File: config.mk
export PLATFORM = sky130hd
export DESIGN_NAME = apa102_rx_multi_flat
export DESIGN_NICKNAME = d
export VERILOG_FILES = /design/src/rtl/apa102_rx_multi_if.sv /design/src/rtl/apa102_rx_multi.sv /design/src/flat_wrapper.sv
export SDC_FILE = /design/constraint.sdc
export NUM_CORES = 1
export LEC_CHECK = 0
export ABC_CLOCK_PERIOD_IN_PS = 6970
export CELL_PAD_IN_SITES_DETAIL_PLACEMENT = 0
export CELL_PAD_IN_SITES_GLOBAL_PLACEMENT = 1
export CORE_MARGIN = 2
export CORE_UTILIZATION = 50
export CTS_BUF_LIST = sky130_fd_sc_hd__clkbuf_4 sky130_fd_sc_hd__clkbuf_8 sky130_fd_sc_hd__clkbuf_16
export DETAILED_ROUTE_END_ITERATION = 10
export PLACE_DENSITY_LB_ADDON = 0.1
export SETUP_SLACK_MARGIN = 0.4
export SLEW_MARGIN = 10
export SYNTH_ARGS = -nofsm -noshare
export SYNTH_HDL_FRONTEND = slang
export SYNTH_SLANG_ARGS = --single-unit
File: constraint.sdc
create_clock -name clk -period 6.97 [get_ports clk]
set_clock_uncertainty 0.05 [all_clocks]
set_input_delay 1.394 -clock clk [delete_from_list [all_inputs] [get_ports clk]]
set_output_delay 1.394 -clock clk [all_outputs]
set_load 0.1 [all_outputs]
File: src/rtl/apa102_rx_multi_if.sv
// APA102 receiver bus: raw pad-side sck/sda plus the decoded frame outputs.
// APA102_BRIGHT_EN adds bright_out; NUM_LEDS/CBITS must match the receiver's.
interface apa102_rx_multi_if #(
    parameter int NUM_LEDS = 7,
    parameter int CBITS    = 3
);
    logic                        sck;
    logic                        sda;
    logic [NUM_LEDS*3*CBITS-1:0] data_out;
    logic                        frame_valid;
    logic                        frame_err;
    logic                        busy;
`ifdef APA102_BRIGHT_EN
    logic [NUM_LEDS*5-1:0]       bright_out;

    modport master (
        output sck, sda,
        input  data_out, frame_valid, frame_err, busy, bright_out
    );
    modport slave (
        input  sck, sda,
        output data_out, frame_valid, frame_err, busy, bright_out
    );
`else
    modport master (
        output sck, sda,
        input  data_out, frame_valid, frame_err, busy
    );
    modport slave (
        input  sck, sda,
        output data_out, frame_valid, frame_err, busy
    );
`endif
endinterface

File: src/rtl/apa102_rx_multi.sv
// APA102 SPI frame receiver: keeps top CBITS of each colour byte for NUM_LEDS LEDs (APA102_BRIGHT_EN adds bright_out).
// Latency: data_out/frame_valid SYNC_STAGES+2 clk cycles after the raw sck rise carrying the last colour bit.
// Backpressure: none; the serial stream is free-running and data_out is simply overwritten per good frame.
module apa102_rx_multi #(
    parameter int NUM_LEDS    = 7,
    parameter int CBITS       = 3,
    parameter int SYNC_STAGES = 2,
    parameter int END_BITS    = 32
) (
    input  logic             clk,
    input  logic             rst_n,
    apa102_rx_multi_if.slave bus
);
    localparam int DW = NUM_LEDS * 3 * CBITS;
    localparam int IW = (DW > 1) ? $clog2(DW) : 1;
    localparam int LW = (NUM_LEDS > 1) ? $clog2(NUM_LEDS) : 1;
    localparam int EW = $clog2(END_BITS + 1);

    typedef enum logic [2:0] {
        ST_START = 3'd0,
        ST_ARMED = 3'd1,
        ST_HDR   = 3'd2,
        ST_COL   = 3'd3,
        ST_END   = 3'd4
    } state_t;

    logic [SYNC_STAGES-1:0] sck_sync;
    logic [SYNC_STAGES-1:0] sda_sync;
    logic                   sck_prev;
    logic                   bit_edge;
    logic                   bit_dat;

    state_t        state_q, state_d;
    logic [4:0]    zcnt_q, zcnt_d;
    logic [4:0]    bit_q, bit_d;
    logic [LW-1:0] led_q, led_d;
    logic [EW-1:0] end_q, end_d;
    logic [DW-1:0] shadow_q, shadow_d;
    logic [DW-1:0] data_q;
    logic          fv_q, fv_d;
    logic          fe_q, fe_d;
    logic          commit;
    int            col_idx;

    // Equal-depth chains keep sda aligned with sck; the edge and its data bit are
    // registered once more so the FSM sees a clean single-cycle strobe.
    always_ff @(posedge clk or negedge rst_n) begin
        if (!rst_n) begin
            sck_sync <= '0;
            sda_sync <= '0;
            sck_prev <= 1'b0;
            bit_edge <= 1'b0;
            bit_dat  <= 1'b0;
        end else begin
            sck_sync <= {sck_sync[SYNC_STAGES-2:0], bus.sck};
            sda_sync <= {sda_sync[SYNC_STAGES-2:0], bus.sda};
            sck_prev <= sck_sync[SYNC_STAGES-1];
            bit_edge <= sck_sync[SYNC_STAGES-1] & ~sck_prev;
            bit_dat  <= sda_sync[SYNC_STAGES-1];
        end
    end

`ifdef APA102_BRIGHT_EN
    localparam int BRW = NUM_LEDS * 5;
    localparam int BIW = $clog2(BRW);
    logic [BRW-1:0] bright_sh_q, bright_sh_d;
    logic [BRW-1:0] bright_q;
    int             br_idx;
`endif

    always_comb begin
        state_d  = state_q;
        zcnt_d   = zcnt_q;
        bit_d    = bit_q;
        led_d    = led_q;
        end_d    = end_q;
        shadow_d = shadow_q;
        fv_d     = 1'b0;
        fe_d     = 1'b0;
        commit   = 1'b0;
        col_idx  = DW - 1 - (int'(led_q) * 3 + int'(bit_q[4:3])) * CBITS - int'(bit_q[2:0]);
`ifdef APA102_BRIGHT_EN
        bright_sh_d = bright_sh_q;
        br_idx      = BRW - 1 - int'(led_q) * 5 - (int'(bit_q) - 3);
`endif
        case (state_q)
            ST_START: begin
                if (bit_edge) begin
                    if (bit_dat) begin
                        zcnt_d = '0;
                    end else if (zcnt_q == 5'd31) begin
                        zcnt_d  = '0;
                        state_d = ST_ARMED;
                    end else begin
                        zcnt_d = zcnt_q + 5'd1;
                    end
                end
            end
            ST_ARMED: begin
                if (bit_edge && bit_dat) begin
                    state_d = ST_HDR;
                    bit_d   = 5'd1;
                    led_d   = '0;
                end
            end
            ST_HDR: begin
                if (bit_edge) begin
                    // Header bits 0..2 are the 3'b111 marker; bit 0 of LED0 was consumed in ARMED.
                    if (bit_q < 5'd3 && !bit_dat) begin
                        fe_d     = 1'b1;
                        state_d  = ST_START;
                        zcnt_d   = '0;
                        bit_d    = '0;
                        led_d    = '0;
                        shadow_d = '0;
`ifdef APA102_BRIGHT_EN
                        bright_sh_d = '0;
`endif
                    end else begin
`ifdef APA102_BRIGHT_EN
                        if (bit_q >= 5'd3) begin
                            bright_sh_d[br_idx[BIW-1:0]] = bit_dat;
                        end
`endif
                        if (bit_q == 5'd7) begin
                            bit_d   = '0;
                            state_d = ST_COL;
                        end else begin
                            bit_d = bit_q + 5'd1;
                        end
                    end
                end
            end
            ST_COL: begin
                if (bit_edge) begin
                    if (int'(bit_q[2:0]) < CBITS) begin
                        shadow_d[col_idx[IW-1:0]] = bit_dat;
                    end
                    if (bit_q == 5'd23) begin
                        bit_d = '0;
                        if (led_q == LW'(NUM_LEDS - 1)) begin
                            commit  = 1'b1;
                            fv_d    = 1'b1;
                            end_d   = '0;
                            state_d = ST_END;
                        end else begin
                            led_d   = led_q + LW'(1);
                            state_d = ST_HDR;
                        end
                    end else begin
                        bit_d = bit_q + 5'd1;
                    end
                end
            end
            ST_END: begin
                if (bit_edge) begin
                    if (end_q == EW'(END_BITS - 1)) begin
                        end_d   = '0;
                        zcnt_d  = '0;
                        led_d   = '0;
                        state_d = ST_START;
                    end else begin
                        end_d = end_q + EW'(1);
                    end
                end
            end
            default: begin
                state_d = ST_START;
                zcnt_d  = '0;
                bit_d   = '0;
                led_d   = '0;
                end_d   = '0;
            end
        endcase
    end

    always_ff @(posedge clk or negedge rst_n) begin
        if (!rst_n) begin
            state_q  <= ST_START;
            zcnt_q   <= '0;
            bit_q    <= '0;
            led_q    <= '0;
            end_q    <= '0;
            shadow_q <= '0;
            data_q   <= '0;
            fv_q     <= 1'b0;
            fe_q     <= 1'b0;
        end else begin
            state_q  <= state_d;
            zcnt_q   <= zcnt_d;
            bit_q    <= bit_d;
            led_q    <= led_d;
            end_q    <= end_d;
            shadow_q <= shadow_d;
            fv_q     <= fv_d;
            fe_q     <= fe_d;
            // Copy from shadow_d so a stored final colour bit lands in this frame.
            if (commit) begin
                data_q <= shadow_d;
            end
        end
    end

`ifdef APA102_BRIGHT_EN
    always_ff @(posedge clk or negedge rst_n) begin
        if (!rst_n) begin
            bright_sh_q <= '0;
            bright_q    <= '0;
        end else begin
            bright_sh_q <= bright_sh_d;
            if (commit) begin
                bright_q <= bright_sh_d;
            end
        end
    end

    assign bus.bright_out = bright_q;
`endif

    assign bus.data_out    = data_q;
    assign bus.frame_valid = fv_q;
    assign bus.frame_err   = fe_q;
    assign bus.busy        = (state_q == ST_HDR) || (state_q == ST_COL) || (state_q == ST_END);

endmodule

File: src/flat_wrapper.sv
// flat-port wrapper written by rule: the top's interface ports become plain ports
module apa102_rx_multi_flat 
#(
    parameter int NUM_LEDS    = 7,
    parameter int CBITS       = 3,
    parameter int SYNC_STAGES = 2,
    parameter int END_BITS    = 32
)
  (clk, rst_n, bus_sck, bus_sda, bus_data_out, bus_frame_valid, bus_frame_err, bus_busy);
  apa102_rx_multi_if #(.NUM_LEDS(NUM_LEDS), .CBITS(CBITS)) bus_i ();
  input  logic clk;
  input  logic rst_n;
  input wire logic [$bits(bus_i.sck)-1:0] bus_sck;
  input wire logic [$bits(bus_i.sda)-1:0] bus_sda;
  output wire logic [$bits(bus_i.data_out)-1:0] bus_data_out;
  output wire logic [$bits(bus_i.frame_valid)-1:0] bus_frame_valid;
  output wire logic [$bits(bus_i.frame_err)-1:0] bus_frame_err;
  output wire logic [$bits(bus_i.busy)-1:0] bus_busy;
  assign bus_i.sck = bus_sck;
  assign bus_i.sda = bus_sda;
  assign bus_data_out = bus_i.data_out;
  assign bus_frame_valid = bus_i.frame_valid;
  assign bus_frame_err = bus_i.frame_err;
  assign bus_busy = bus_i.busy;
  apa102_rx_multi #(.NUM_LEDS(NUM_LEDS), .CBITS(CBITS), .SYNC_STAGES(SYNC_STAGES), .END_BITS(END_BITS)) u_core (.clk(clk), .rst_n(rst_n), .bus(bus_i));
endmodule
==> metrics.yaml <==
status: "finished, final reports clean"
min_period_over_period: 0.740
dp.cells: 977
fp.coreArea_mm2: 0.0153
startpoint_type: "register"
ir_worst_vdd_v: 0.000152
grt_start_max_net_pins: 88
hold_viol: 0
slew_headroom: 0.232
syn_area_mm2: 0.00786
path_cells: "inv_1 > ha_1 > inv_1 > ha_1 > a21oi_1 > nor2_1 > xnor2_1 > fa_1 > inv_1 > ha_1 > o21a_1 > o31ai_1 > a21oi_1 > buf_4 > nand3_1 > nand2_1 > nor2_1 > a221o_1"
dp_hpwl_um: 13100
syn_avg_cell_area_um2: 10.6
syn2layout_area_growth_pct: 18.0
holdBufCountCts: 0
synth.area.mux_share: 0.0928
root_buffer: "clkbuf_16"
die_w_um: 129
die_y_um: 129
io_pins: 70
yosys.area_share.simple: 0.130
synth_top_family_by_area: "compound AO/OA/AOI/OAI gates"
synth_seq_cells: 157
num_vias: 6180
synthCells: 738
cp-end-kind: "register"
timing.critical_path.fanout_max: 20
leakage_nw: 3.96
slew_violations: 0
first_pass_iters: 5
wl_um: 19900
syn_nets: 764
wire_per_inst_um: 19.7
yosysSeqAreaShare: 0.500
most-common-layout-cells: "dfrtp_1, clkdlybuf4s50_1, o21ai_0"
antenna_found_initial: 0
gp_congestion: 0.900
insertedDiodeCount: 0
synth_ff_type: "dfrtp_1"
worstPathArrival_ps: 5420
die_area_mm2: 0.0167
fmax_mhz: 194
grt_usage: 0.252
ys_warn_count: 0
cts_made_buffers: 17
grt_pass1_vias: 5843
cts-htree-levels: 4
drc_errors: 0
p_comb_frac: 0.016
cpLargestDelayFamily: "adder cells"
stdcell_count: 1009
ant_nets: 0
cts_resized: 0
grt-ovfl-total: 0
clk_path_buf_depth: 2
clock_power_share: 0.491
worst_path_max_delay_cell: "nand3_1"
internal_power_mw: 1.44
portBuffers: 69
clock_sinks: 157
finalNetCount: 811
worst_slew_pin_slew_ps: 1150
clk-insertion-delay-late_ps: 430
synth_cell_types: 53
drt-vias-per-instance: 6.12
clkSlewWorstSetupHoldPaths_ps: 60
first_iter_violations: 458
fin_crit_ps: 5160
synth_edf_count: 0
switching_share: 0.231
power_switching_uw: 431
setup_viol: 0
hp-class: "register to register"
synth-async-reset-ratio: 1.00
synth_xor_area_frac: 0.00892
rows: 45
path_buf_inv: 4
p_seq_frac: 0.493
cts_setup_buffers: 0
reg2reg_slack_ps: 1810
crit_path_max_incr_delay_ps: 630
final_common_cell: "dfrtp_1"
start_util: 0.515
finalSetupTns_ps: 0
nFillCells: 1226
rsz0062_at_grt: "false"
crit_type: "register to register"
grt_pass1_wl_um: 32500
maxCapViolations: 0
drive_gt1_frac: 0.145
synth_fa_ha_area_frac: 0.0389
power.density_mw_per_mm2: 201
cp.required_ps: 7230
cts_tree: "yes"
synth_compound_area_frac: 0.196
synthesized netlist by cell type, types with 2 or more instances:
cell | count | area, um^2
nor2b_1 | 6 | 37.5
fa_1 | 4 | 80.1
o311a_1 | 4 | 40.0
nand2_1 | 44 | 165
mux2i_1 | 2 | 20.0
a221o_1 | 6 | 60.1
dfrtp_1 | 157 | 3930
or3_1 | 2 | 12.5
a211o_1 | 4 | 35.0
xor2_1 | 5 | 43.8
buf_2 | 7 | 35.0
nor4_1 | 51 | 319
o31ai_1 | 23 | 173
a21oi_1 | 18 | 90.1
inv_1 | 19 | 71.3
a31oi_1 | 2 | 12.5
nor3b_1 | 3 | 22.5
or2_2 | 4 | 25.0
nand4_1 | 2 | 12.5
and3_1 | 3 | 18.8
ha_1 | 18 | 225
and3b_1 | 2 | 17.5
o21a_1 | 2 | 15.0
nor2_2 | 2 | 12.5
o21ai_1 | 2 | 10.0
o21ai_0 | 67 | 335
mux2_2 | 63 | 709
a211oi_1 | 18 | 135
clkbuf_1 | 41 | 154
nand2b_1 | 5 | 31.3
o41ai_1 | 2 | 17.5
a22o_1 | 58 | 508
nor3_1 | 9 | 45.0
a21o_1 | 5 | 37.5
nand4b_1 | 2 | 17.5
xnor2_1 | 3 | 26.3
nor2_1 | 43 | 161
nand3_1 | 15 | 75.1
metrics by stage:
step                hold WS, ps  cell area, um^2  setup slack [ps]   util  total power [mW]
finish                      311             9270              1810  0.607              1.87
global route                321             9270              1440  0.607              1.93
CTS                         315             9270              1910  0.607              1.89
detailed placement          302             8680              1930  0.569             0.970
global placement            286             8680              2130  0.569             0.968
floorplan                   281             7860              2810      -             0.945
power groups by stage:
stage          sequential (mW)  clock [mW]  combinational (mW)
3_5_place_dp             0.938           0              0.0322
6_report                 0.920       0.916              0.0307
3_3_place_gp             0.937           0              0.0307
5_1_grt                  0.921       0.974              0.0365
4_1_cts                  0.920       0.934              0.0322
2_1_floorplan            0.935           0              0.0102
sequential cells by signal, summed over array words and instances, names as in the netlist:
signal	count
u_core.bus.frame_err	1
u_core.bit_q	5
u_core.zcnt_q	5
u_core.bus.frame_valid	1
u_core.sda_sync	2
u_core.led_q	3
u_core.bit_dat	1
u_core.bit_edge	1
u_core.end_q	6
u_core.state_q	3
u_core.sck_prev	1
u_core.shadow_q	63
u_core.sck_sync	2
u_core.bus.data_out	63
worst reg2reg max path: stages (launching register included):
cell and delay, ps:
dfrtp_1 410, inv_1 60, ha_1 340, inv_1 60, ha_1 260, a21oi_1 290, nor2_1 100, xnor2_1 180
fa_1 500, inv_1 40, ha_1 370, o21a_1 180, o31ai_1 100, a21oi_1 150, buf_4 260, nand3_1 630
nand2_1 480, nor2_1 210, a221o_1 390
layer usage:
| metal | routed length, um | up-vias | GRT usage |
|---|---|---|---|
| met5 | 0 | - | 0 |
| met4 | 307 | 0 | 0.0825 |
| met3 | 1170 | 28 | 0.0421 |
| met2 | 8910 | 235 | 0.370 |
| met1 | 9470 | 3025 | 0.382 |
| li1 | - | 2892 | - |
cell families after synthesis:
| group | count (synthesis) |
|---|---|
| DFF | 157 |
| muxes | 65 |
| AOI/OAI and AO/OA | 219 |
| adders and majority gates | 22 |
| and+or+nand+nor | 199 |
| xor gates and xnor gates | 8 |
| buffers and inverters | 68 |
layout make-up:
class | count | area (um^2) | area share
Clock buffer | 18 | 439 | 0.0474
Clock inverter | 14 | 144 | 0.0155
Inverter | 19 | 71.3 | 0.00770
Multi-Input combinational cell | 513 | 3670 | 0.396
Sequential cell | 157 | 3930 | 0.424
Tap cell | 211 | 264 | 0.0285
Timing Repair Buffer | 77 | 752 | 0.0811
final timing paths:
check / startpoint / end / depth (start not counted)
max reg2reg: u_core.led_q[0] / u_core.shadow_q[33] / 18
max in group asynchronous: rst_n / u_core.shadow_q[55] / 2
max: u_core.led_q[0] / u_core.shadow_q[33] / 18
min reg2reg: u_core.sda_sync[1] / u_core.bit_dat / 0
min in group asynchronous: rst_n / u_core.shadow_q[22] / 1
min: u_core.sda_sync[1] / u_core.bit_dat / 0
No activity file was read; power rests on OpenSTA's default activity.
